### src/rtl/regfile_writeback_controller_pkg.sv
// Shared types and constants for the register-file writeback path.
// Latency: none (types only).
// Backpressure: not applicable.
package regfile_pkg;

  localparam int REG_ADDR_W = 5;
  localparam int NUM_REGS   = 32;
  localparam int WB_DATA_W  = 32;

  typedef logic [REG_ADDR_W-1:0] reg_addr_t;

  localparam reg_addr_t ZERO_REG = 5'd0;

  // One writeback as seen by the register file at the default data width
  typedef struct packed {
    reg_addr_t             register;
    logic [WB_DATA_W-1:0] data;
  } wb_req_t;

endpackage

### src/rtl/regfile_writeback_controller_if.sv
// Writeback request bundle from N requesters toward the controller.
// Latency: none (wires only).
// Backpressure: per-requester ready returned by the controller.
interface regfile_writeback_controller_if
  import regfile_pkg::*;
#(
  parameter int NUM_REQ = 2,
  parameter int DATA_W  = 32
) ();

  logic      [NUM_REQ-1:0]             req_valid;
  logic      [NUM_REQ-1:0]             req_ready;
  reg_addr_t [NUM_REQ-1:0]             req_register;
  logic      [NUM_REQ-1:0][DATA_W-1:0] req_data;

  modport master (
    output req_valid,
    output req_register,
    output req_data,
    input  req_ready
  );

  modport slave (
    input  req_valid,
    input  req_register,
    input  req_data,
    output req_ready
  );

endinterface

### src/rtl/regfile_writeback_controller_rr_arbiter.sv
// Round-robin arbiter; search starts one past the last granted index.
// Latency: grant is combinational; priority pointer moves at the next edge.
// Backpressure: pointer only advances when the caller reports a transfer.
module rr_arbiter #(
  parameter int NUM_REQ = 2
) (
  input  logic               clock,
  input  logic               reset_n,
  input  logic [NUM_REQ-1:0] req,
  input  logic               advance,
  output logic [NUM_REQ-1:0] grant
);

  localparam int IDX_W = $clog2(NUM_REQ);

  logic [IDX_W-1:0] last_grant;
  logic [IDX_W-1:0] winner;
  logic             found;

  // Pick the first requesting index after last_grant, wrapping around
  always_comb begin
    grant  = '0;
    winner = last_grant;
    found  = 1'b0;
    for (int off = 1; off <= NUM_REQ; off++) begin
      int idx;
      idx = (int'(last_grant) + off) % NUM_REQ;
      if (!found && req[IDX_W'(idx)]) begin
        grant[IDX_W'(idx)] = 1'b1;
        winner             = IDX_W'(idx);
        found              = 1'b1;
      end
    end
  end

  // Reset points at the highest index so requester 0 wins first
  always_ff @(posedge clock or negedge reset_n) begin
    if (!reset_n) begin
      last_grant <= IDX_W'(NUM_REQ - 1);
    end else if (advance && found) begin
      last_grant <= winner;
    end
  end

endmodule

### src/rtl/regfile_writeback_controller.sv
// Arbitrates N writeback requesters onto the single register-file write port and tracks pending writes.
// Latency: handshake in cycle t drives write_enable in t+1; busy drops in t+2.
// Backpressure: none from the register file; losers of arbitration see ready low.
module regfile_writeback_controller
  import regfile_pkg::*;
#(
  parameter int NUM_REQ = 2,
  parameter int DATA_W  = 32
) (
  input  logic                           clock,
  input  logic                           reset_n,
  regfile_writeback_controller_if.slave  req,
  input  logic                           issue_valid,
  input  reg_addr_t                      issue_register,
  input  reg_addr_t                      query_register_1,
  input  reg_addr_t                      query_register_2,
  output logic                           query_busy_1,
  output logic                           query_busy_2,
  output logic                           write_enable,
  output reg_addr_t                      write_register,
  output logic [DATA_W-1:0]              write_data
);

  logic [NUM_REQ-1:0]  grant;
  logic                transfer;
  reg_addr_t           sel_register;
  logic [DATA_W-1:0]   sel_data;
  logic [NUM_REGS-1:0] pending;
  logic [NUM_REGS-1:0] pending_next;

  rr_arbiter #(.NUM_REQ(NUM_REQ)) u_arb (
    .clock   (clock),
    .reset_n (reset_n),
    .req     (req.req_valid),
    .advance (transfer),
    .grant   (grant)
  );

  // No requester may be granted while the block is held in reset
  assign req.req_ready = grant & {NUM_REQ{reset_n}};
  assign transfer      = |req.req_ready;

  // Route the granted requester's register and data to the output stage
  always_comb begin
    sel_register = ZERO_REG;
    sel_data     = '0;
    for (int i = 0; i < NUM_REQ; i++) begin
      if (grant[i]) begin
        sel_register = req.req_register[i];
        sel_data     = req.req_data[i];
      end
    end
  end

  // Output stage: x0 writes are accepted but never reach the register file
  always_ff @(posedge clock or negedge reset_n) begin
    if (!reset_n) begin
      write_enable   <= 1'b0;
      write_register <= ZERO_REG;
      write_data     <= '0;
    end else begin
      write_enable <= transfer && (sel_register != ZERO_REG);
      if (transfer) begin
        write_register <= sel_register;
        write_data     <= sel_data;
      end
    end
  end

  // Scoreboard update: clear on commit first, so a same-edge issue wins
  always_comb begin
    pending_next = pending;
    if (write_enable) begin
      pending_next[write_register] = 1'b0;
    end
    if (issue_valid && (issue_register != ZERO_REG)) begin
      pending_next[issue_register] = 1'b1;
    end
    pending_next[0] = 1'b0;
  end

  // Scoreboard register
  always_ff @(posedge clock or negedge reset_n) begin
    if (!reset_n) begin
      pending <= '0;
    end else begin
      pending <= pending_next;
    end
  end

  // No bypass: a write committing at the coming edge still reads busy now
  assign query_busy_1 = pending[query_register_1];
  assign query_busy_2 = pending[query_register_2];

endmodule

### src/flat_wrapper.sv
// flat-port wrapper written by rule: the top's interface ports become plain ports
module regfile_writeback_controller_flat import regfile_pkg::*;
#(
  parameter int NUM_REQ = 2,
  parameter int DATA_W  = 32
)
  (clock, reset_n, issue_valid, issue_register, query_register_1, query_register_2, query_busy_1, query_busy_2, write_enable, write_register, write_data, req_req_valid, req_req_register, req_req_data, req_req_ready);
  regfile_writeback_controller_if #(.NUM_REQ(NUM_REQ), .DATA_W(DATA_W)) req_i ();
  input  logic clock;
  input  logic reset_n;
  input  logic issue_valid;
  input  reg_addr_t issue_register;
  input  reg_addr_t query_register_1;
  input  reg_addr_t query_register_2;
  output logic query_busy_1;
  output logic query_busy_2;
  output logic write_enable;
  output reg_addr_t write_register;
  output logic [DATA_W-1:0] write_data;
  input wire logic [$bits(req_i.req_valid)-1:0] req_req_valid;
  input wire logic [$bits(req_i.req_register)-1:0] req_req_register;
  input wire logic [$bits(req_i.req_data)-1:0] req_req_data;
  output wire logic [$bits(req_i.req_ready)-1:0] req_req_ready;
  assign req_i.req_valid = req_req_valid;
  assign req_i.req_register = req_req_register;
  assign req_i.req_data = req_req_data;
  assign req_req_ready = req_i.req_ready;
  regfile_writeback_controller #(.NUM_REQ(NUM_REQ), .DATA_W(DATA_W)) u_core (.clock(clock), .reset_n(reset_n), .req(req_i), .issue_valid(issue_valid), .issue_register(issue_register), .query_register_1(query_register_1), .query_register_2(query_register_2), .query_busy_1(query_busy_1), .query_busy_2(query_busy_2), .write_enable(write_enable), .write_register(write_register), .write_data(write_data));
endmodule
### config.mk
export PLATFORM = sky130hd
export DESIGN_NAME = regfile_writeback_controller_flat
export DESIGN_NICKNAME = d
export VERILOG_FILES = /design/src/rtl/regfile_writeback_controller_pkg.sv /design/src/rtl/regfile_writeback_controller_if.sv /design/src/rtl/regfile_writeback_controller_rr_arbiter.sv /design/src/rtl/regfile_writeback_controller.sv /design/src/flat_wrapper.sv
export SDC_FILE = /design/constraint.sdc
export NUM_CORES = 1
export LEC_CHECK = 0
export ABC_AREA = 1
export BUFFER_PORTS_ARGS = -buffer_cell sky130_fd_sc_hd__buf_2
export CAP_MARGIN = 5
export CELL_PAD_IN_SITES_DETAIL_PLACEMENT = 2
export CELL_PAD_IN_SITES_GLOBAL_PLACEMENT = 2
export CORE_UTILIZATION = 26
export DETAILED_ROUTE_END_ITERATION = 7
export PLACE_DENSITY_LB_ADDON = 0.1
export SYNTH_ARGS = -nofsm -noshare
export SYNTH_HDL_FRONTEND = slang
export SYNTH_SLANG_ARGS = --single-unit
### constraint.sdc
create_clock -name clock -period 1.3 [get_ports clock]
set_input_delay 0.13 -clock clock [delete_from_list [all_inputs] [get_ports clock]]
set_output_delay 0.13 -clock clock [all_outputs]
set_load 0.005 [all_outputs]
; Yosys cells after proc, flatten, opt, wreduce, memory -nomap -nowiden
; Cells that the tools add are included.
[word_totals]
register_bits = 70
in_bits = 94
out_inout_bits = 42
word_cells = 64
[classes]
n_addsub = 2
order_cmp = 10
n_mux = 28
bitwise_logic = 5
n_reduce_logical = 14
[ops]
columns = operator, count
row1 = $mux 32, 4
row2 = $and 32x32->32, 1
row3 = $not 32->32, 1
row4 = $or 32x32->32, 1
row5 = $lt 5x6->1 const B, 4
row6 = $mux 1, 14
row7 = $bmux 1 s5, 2
row8 = $demux 1 s5, 2
row9 = $ge 5x1->1 const B, 2
row10 = $mux 5, 2
row11 = $reduce_bool 5->1, 2
row12 = $logic_and 1x1->1, 8
row13 = $lt 1x3->1 const B, 2
row14 = $mux 2, 2
row15 = $add 1x1->1 const B, 2
row16 = $and 2x2->2, 1
row17 = $demux 1 s1, 2
row18 = $ge 1x1->1 const B, 2
row19 = $or 2x2->2, 1
row20 = $reduce_and 2->1, 1
row21 = $reduce_bool 2->1, 1
row22 = $reduce_or 2->1, 1
row23 = $logic_not 1->1, 1

; Logic depth before layout (Yosys ltp)
[logic_depth]
ltp_word = 12
depth_mapped = 11
depth_no_buf = 9

; Cells and area by module
; Synthesis repeated with hierarchy kept, for this count alone.
[unflattened]
hier_cells = 492
hier_area_um2 = 3866.2
[by_module_without_submodules]
columns = mod, n_inst, cells_each, area_each_um2, seq_area_each_um2
row1 = regfile_writeback_controller, 1, 482, 3801.1, 1726.7
row2 = rr_arbiter, 1, 10, 65.1, 26.3

; Worst setup path before layout
; Ideal clock, no wire load.
[synth_timing]
path_type = reg-to-reg
from = reg u_core.u_arb.last_grant
to = reg u_core.write_data[0]
setup_ns = 0.065
arrival_time_ns = 1.122
required_time_ns = 1.235
path_slack_ns = 0.113
stages_incl_launch_ff = 7
n_path_buf = 2
period_less_slack_ns = 1.187
path_cell_list = dfstp_2 nand3_1 inv_1 buf_2 buf_2 nand2_1 nand2_1
[synth_between]
elab_chain_len = 10
word_cells_on_any_way = 19
cone_classes = add/sub (2) / order compare (4) / mux (8) / bitwise (2) / reduce/logical (3)
[synth_rtl]
columns = item, line
row1 = "start, declared", regfile_writeback_controller_rr_arbiter.sv:16  ; logic [IDX_W-1:0] last_grant;
row2 = "start signal, assigned", regfile_writeback_controller_rr_arbiter.sv:39  ; last_grant <= IDX_W'(NUM_REQ - 1);
row3 = "start signal, assigned", regfile_writeback_controller_rr_arbiter.sv:41  ; last_grant <= winner;
row4 = $add 1x1->1, regfile_writeback_controller_rr_arbiter.sv:27  ; idx = (int'(last_grant) + off) % NUM_REQ;
row5 = $lt 1x3->1 (implied by the code) / $ge 1x1->1 (equally long branches), regfile_writeback_controller_rr_arbiter.sv:29  ; grant[IDX_W'(idx)] = 1'b1;
row6 = $logic_and 1x1->1 (implied by the code), regfile_writeback_controller_rr_arbiter.sv:29
row7 = $mux 1 (implied by the code), regfile_writeback_controller_rr_arbiter.sv:29
row8 = $demux 1 s1, regfile_writeback_controller_rr_arbiter.sv:29
row9 = $mux 2, regfile_writeback_controller_rr_arbiter.sv:28  ; if (!found && req[IDX_W'(idx)]) begin
row10 = $or 2x2->2 (no source line), n/a
row11 = $mux 2 *, regfile_writeback_controller_rr_arbiter.sv:28
row12 = $mux 32 / $and 2x2->2 (equally long branches), "regfile_writeback_controller.sv:48, regfile_writeback_controller.sv:40"
row13 = $mux 32 / $reduce_or 2->1 (equally long branches), "regfile_writeback_controller.sv:48, regfile_writeback_controller.sv:41"
row14 = "end signal, assigned", regfile_writeback_controller.sv:65  ; write_data <= sel_data;
row15 = "end, declared", regfile_writeback_controller.sv:21  ; output logic [DATA_W-1:0] write_data
; Every way passes the cells marked *; elsewhere a longest branch is shown, timed or not.
; A chain may end at the register's enable or synchronous reset.

; Worst setup path in the final report
[layout_timing]
from = reg u_core.pending[7]
to = out query_busy_1
[layout_between]
elab_chain_len = 2
[layout_rtl]
columns = item, line
row1 = "start, declared", regfile_writeback_controller.sv:28  ; logic [NUM_REGS-1:0] pending;
row2 = "start signal, assigned", regfile_writeback_controller.sv:87  ; pending <= pending_next;
row3 = $bmux 1 s5, regfile_writeback_controller.sv:92  ; assign query_busy_1 = pending[query_register_1];
row4 = $mux 1 (implied by the code), regfile_writeback_controller.sv:92
row5 = "end, declared", flat_wrapper.sv:15  ; output logic query_busy_1;
; Every way passes these cells. The select of a mux whose other input is x is not followed.

==> results by group <==
Clock network
  • Clk sinks: 70
  • CTS buffer count: 9
  • Clock Tree Buf Depth: 2
  • Clock Latency Late Sink: ~340 ps
  • CTS tree: done
  • Clock H-tree levels: 3
  • Worst-path clk slew: approximately 50 ps
  • CTS Root Cell: clkbuf_16

Global route
  • Gr usage total: 0.213
  • Gr ovfl total: 0
  • Antenna violations before repair: 0
  • First-pass GRT wire length: 21400 um
  • Vias in the first global route: 3985
  • Largest net degree at the start of global routing: roughly 70

Detailed routing
  • # DRC: 0
  • WL final: 13400 um
  • First-pass iteration count of the detailed router: 4
  • Vias/cell: 4.75
  • DRT antenna net count: 0
  • WL per Instance: 17.5 um
  • Initial DRC Count: 121
  • Routed vias: around 3600

STA
  • Max Transition Viols Final: 0
  • Final-report hold violation count: 0
  • Post-Route Skew: 4.75 ps
  • Min Tclk post-route: 1530 ps
  • Period utilization: 1.18
  • Fmax: around 0.65 GHz
  • RSZ-0062 raised after global routing: true
  • Setup violations, final: 3
  • Setup slack after layout: -231 ps

Setup path
  • Delay-heaviest family, CP: simple AND/OR/NAND/NOR gates
  • Setup crit start kind: register
  • Crit path top cell by count: nand2_1
  • Setup crit end kind: primary output
  • Buffers plus inverters on the worst setup path: 2
  • Worst EP arrival: 1400 ps
  • CP Class: register to primary output
  • CP Max Fanout: 2
  • FF-to-FF Start: u_core.u_arb.last_grant$_DFFE_PN1P_
  • Worst Path Required: 1170 ps
  • R2R setup slack: 10 ps
  • CP max-delay cell: dfrtp_1
  • Max incr delay on CP: 400 ps
  • Critical-path cell list: inv_2, nand2_1, nand3_1, nand3_2, nand3_2, nand2_1, nand2_1, nand2_1, buf_2
  • CP Launch Point: u_core.pending[7]$_DFF_PN0_

Yosys
  • Avg Inst Size Synth: 7.64 um^2
  • Distinct cell type count after synthesis: 16
  • Ys Warns: 0
  • Cell count after synthesis: 449
  • Post-synth top area cell: dfrtp_1
  • Synth top area cells: dfrtp_1 (50%), nand2_1 (20%), nand3_1 (11%), o21ai_0 (9.6%), inv_1 (2.8%)
  • Cell Area, Synth: 3430 um^2
  • Mapped Nets: 543
  • Register area share after synthesis: 0.511
  • Yosys reg bits: 70
  • Top cell type's share of synthesized area: 0.504

Hold path
  • HP Class: primary input to register
  • Worst hold start: req_req_data[7]

Power and ir drop
  • PwrDens: 1700 nW/um^2
  • Leakage power: 2.53 nW
  • Worst VDD drop: around 0.95 mV

Final layout
  • Final instance area: 4980 um^2
  • Ant diodes: 0
  • Final Core Density: 0.392
  • Filler cells: around 1500
  • Layout cells sized above 1: 0.297
  • Net total in the final layout: between 600 and 700
  • Area Growth Syn to Fin: 45.3%

Place
  • DPL Wire Length: 9330 um
  • Pre-CTS setup slack: -106 ps
  • Placed cell area: 4150 um^2
  • RD Place Congestion: 0.768
  • IO Port Bufs: 96

Floorplan
  • Die area: 13600 um^2
  • Initial core utilization: 0.269
  • Row count: 41
  • Core area: 12700 um^2
  • Die height: approximately 120 um
  • IO Pins: 136
  • Chip width: between 100 and 150 um

Job
  • Number of max-cap violations: 0

Outcome
  • Failing checks: setup timing
  • Status: complete, but fails checks
metal layers:
| metal | vias up | routed length (um) | GRT usage |
|---|---|---|---|
| met2 | 79 | 6660 | 0.372 |
| met4 | 0 | 240 | 0.0810 |
| met5 | - | 0 | 0 |
| met1 | 1802 | 5780 | 0.257 |
| li1 | 1739 | - | - |
| met3 | 15 | 670 | 0.0427 |
sequential cells by signal, summed over array words and instances (netlist names):
name / flops
u_core.pending: 31
u_core.u_arb.last_grant: 1
u_core.write_data: 32
u_core.write_enable: 1
u_core.write_register: 5
cells in the mapped netlist (all sizes together):
library cell	number
a21oi	1
buf	16
clkbuf	2
conb	1
dfrtp	69
dfstp	1
inv	30
nand2	185
nand3	73
nor2	4
o21ai	66
o41ai	1
metrics by stage:
step / total power [mW] / cells / TNS [ps] / hold slack [ps]
after floorplan: 4.57 / 449 / 0 / -166
after global placement: 5.72 / 713 / -49.8 / 245
after detailed placement: 5.90 / 713 / -106 / 240
after CTS: 8.46 / 758 / -626 / 0.330
after global routing: 9.09 / 765 / -1310 / 20.3
final: 8.48 / 765 / -549 / 4.15
worst min-delay path: cells and delay by family:
kind,cells,cell delay [ps]
simple gates,2,100
buf+inv,1,80
report_power, final:
group | internal, mW | switching [mW]
logic | 1.13 | 1.41
clock network | 1.49 | 0.894
registers | 2.97 | 0.583
total | 5.59 | 2.89
path summary, 6_finish.rpt:
kind | end | cells after the start
worst min-delay path | u_core.write_data[7]$_DFFE_PN0P_ | 3
max in group asynchronous | u_core.u_arb.last_grant$_DFFE_PN1P_ | 3
worst max register to register | u_core.write_data[26]$_DFFE_PN0P_ | 7
min in group asynchronous | u_core.pending[10]$_DFF_PN0_ | 3
worst max-delay path | query_busy_1 | 9
worst min register to register | u_core.u_arb.last_grant$_DFFE_PN1P_ | 2
repair_timing:
item | CTS | global route
endpoints found under the hold margin | 93 | 0
hold buffers | 25 | 0
pin swaps | 17 | 13
cloned | 2 | 0
endpoints found under the setup margin | 3 | 19
buffers inserted | 3 | 7
resized for setup | 24 | 21
cells by family after synthesis:
family / count (synthesis) / share of synthesized area
other cells: 1 / 0.00109
flops: 70 / 0.511
simple gates: 262 / 0.314
buf+inv: 48 / 0.0737
compound gates: 68 / 0.100
layout by cell type, fill, tap and decap left out:
| master | netlist | routed |
|---|---|---|
| a21oi_1 | 1 | 1 |
| buf_12 | 0 | 4 |
| buf_16 | 0 | 1 |
| buf_2 | 8 | 95 |
| buf_4 | 2 | 18 |
| buf_6 | 6 | 3 |
| bufbuf_16 | 0 | 1 |
| clkbuf_1 | 2 | 2 |
| clkbuf_16 | 0 | 9 |
| clkbuf_8 | 0 | 4 |
| conb_1 | 1 | 1 |
| dfrtp_1 | 69 | 69 |
| dfstp_2 | 1 | 1 |
| dlygate4sd3_1 | 0 | 25 |
| inv_1 | 26 | 19 |
| inv_2 | 2 | 8 |
| inv_4 | 0 | 1 |
| inv_6 | 2 | 2 |
| nand2_1 | 185 | 181 |
| nand2_2 | 0 | 4 |
| nand3_1 | 73 | 48 |
| nand3_2 | 0 | 24 |
| nand3_4 | 0 | 1 |
| nor2_1 | 4 | 4 |
| o21ai_0 | 66 | 63 |
| o21ai_1 | 0 | 3 |
| o41ai_1 | 1 | 1 |
final cells by class:
type	count	area, um^2	area share
sequential	70	1750	0.352
multi-input combinational	331	1570	0.314
timing repair buffer	147	1030	0.208
clock buffer	15	288	0.0578
tap	172	215	0.0432
inverter	30	125	0.0251
No activity file was read; power rests on OpenSTA's default activity.
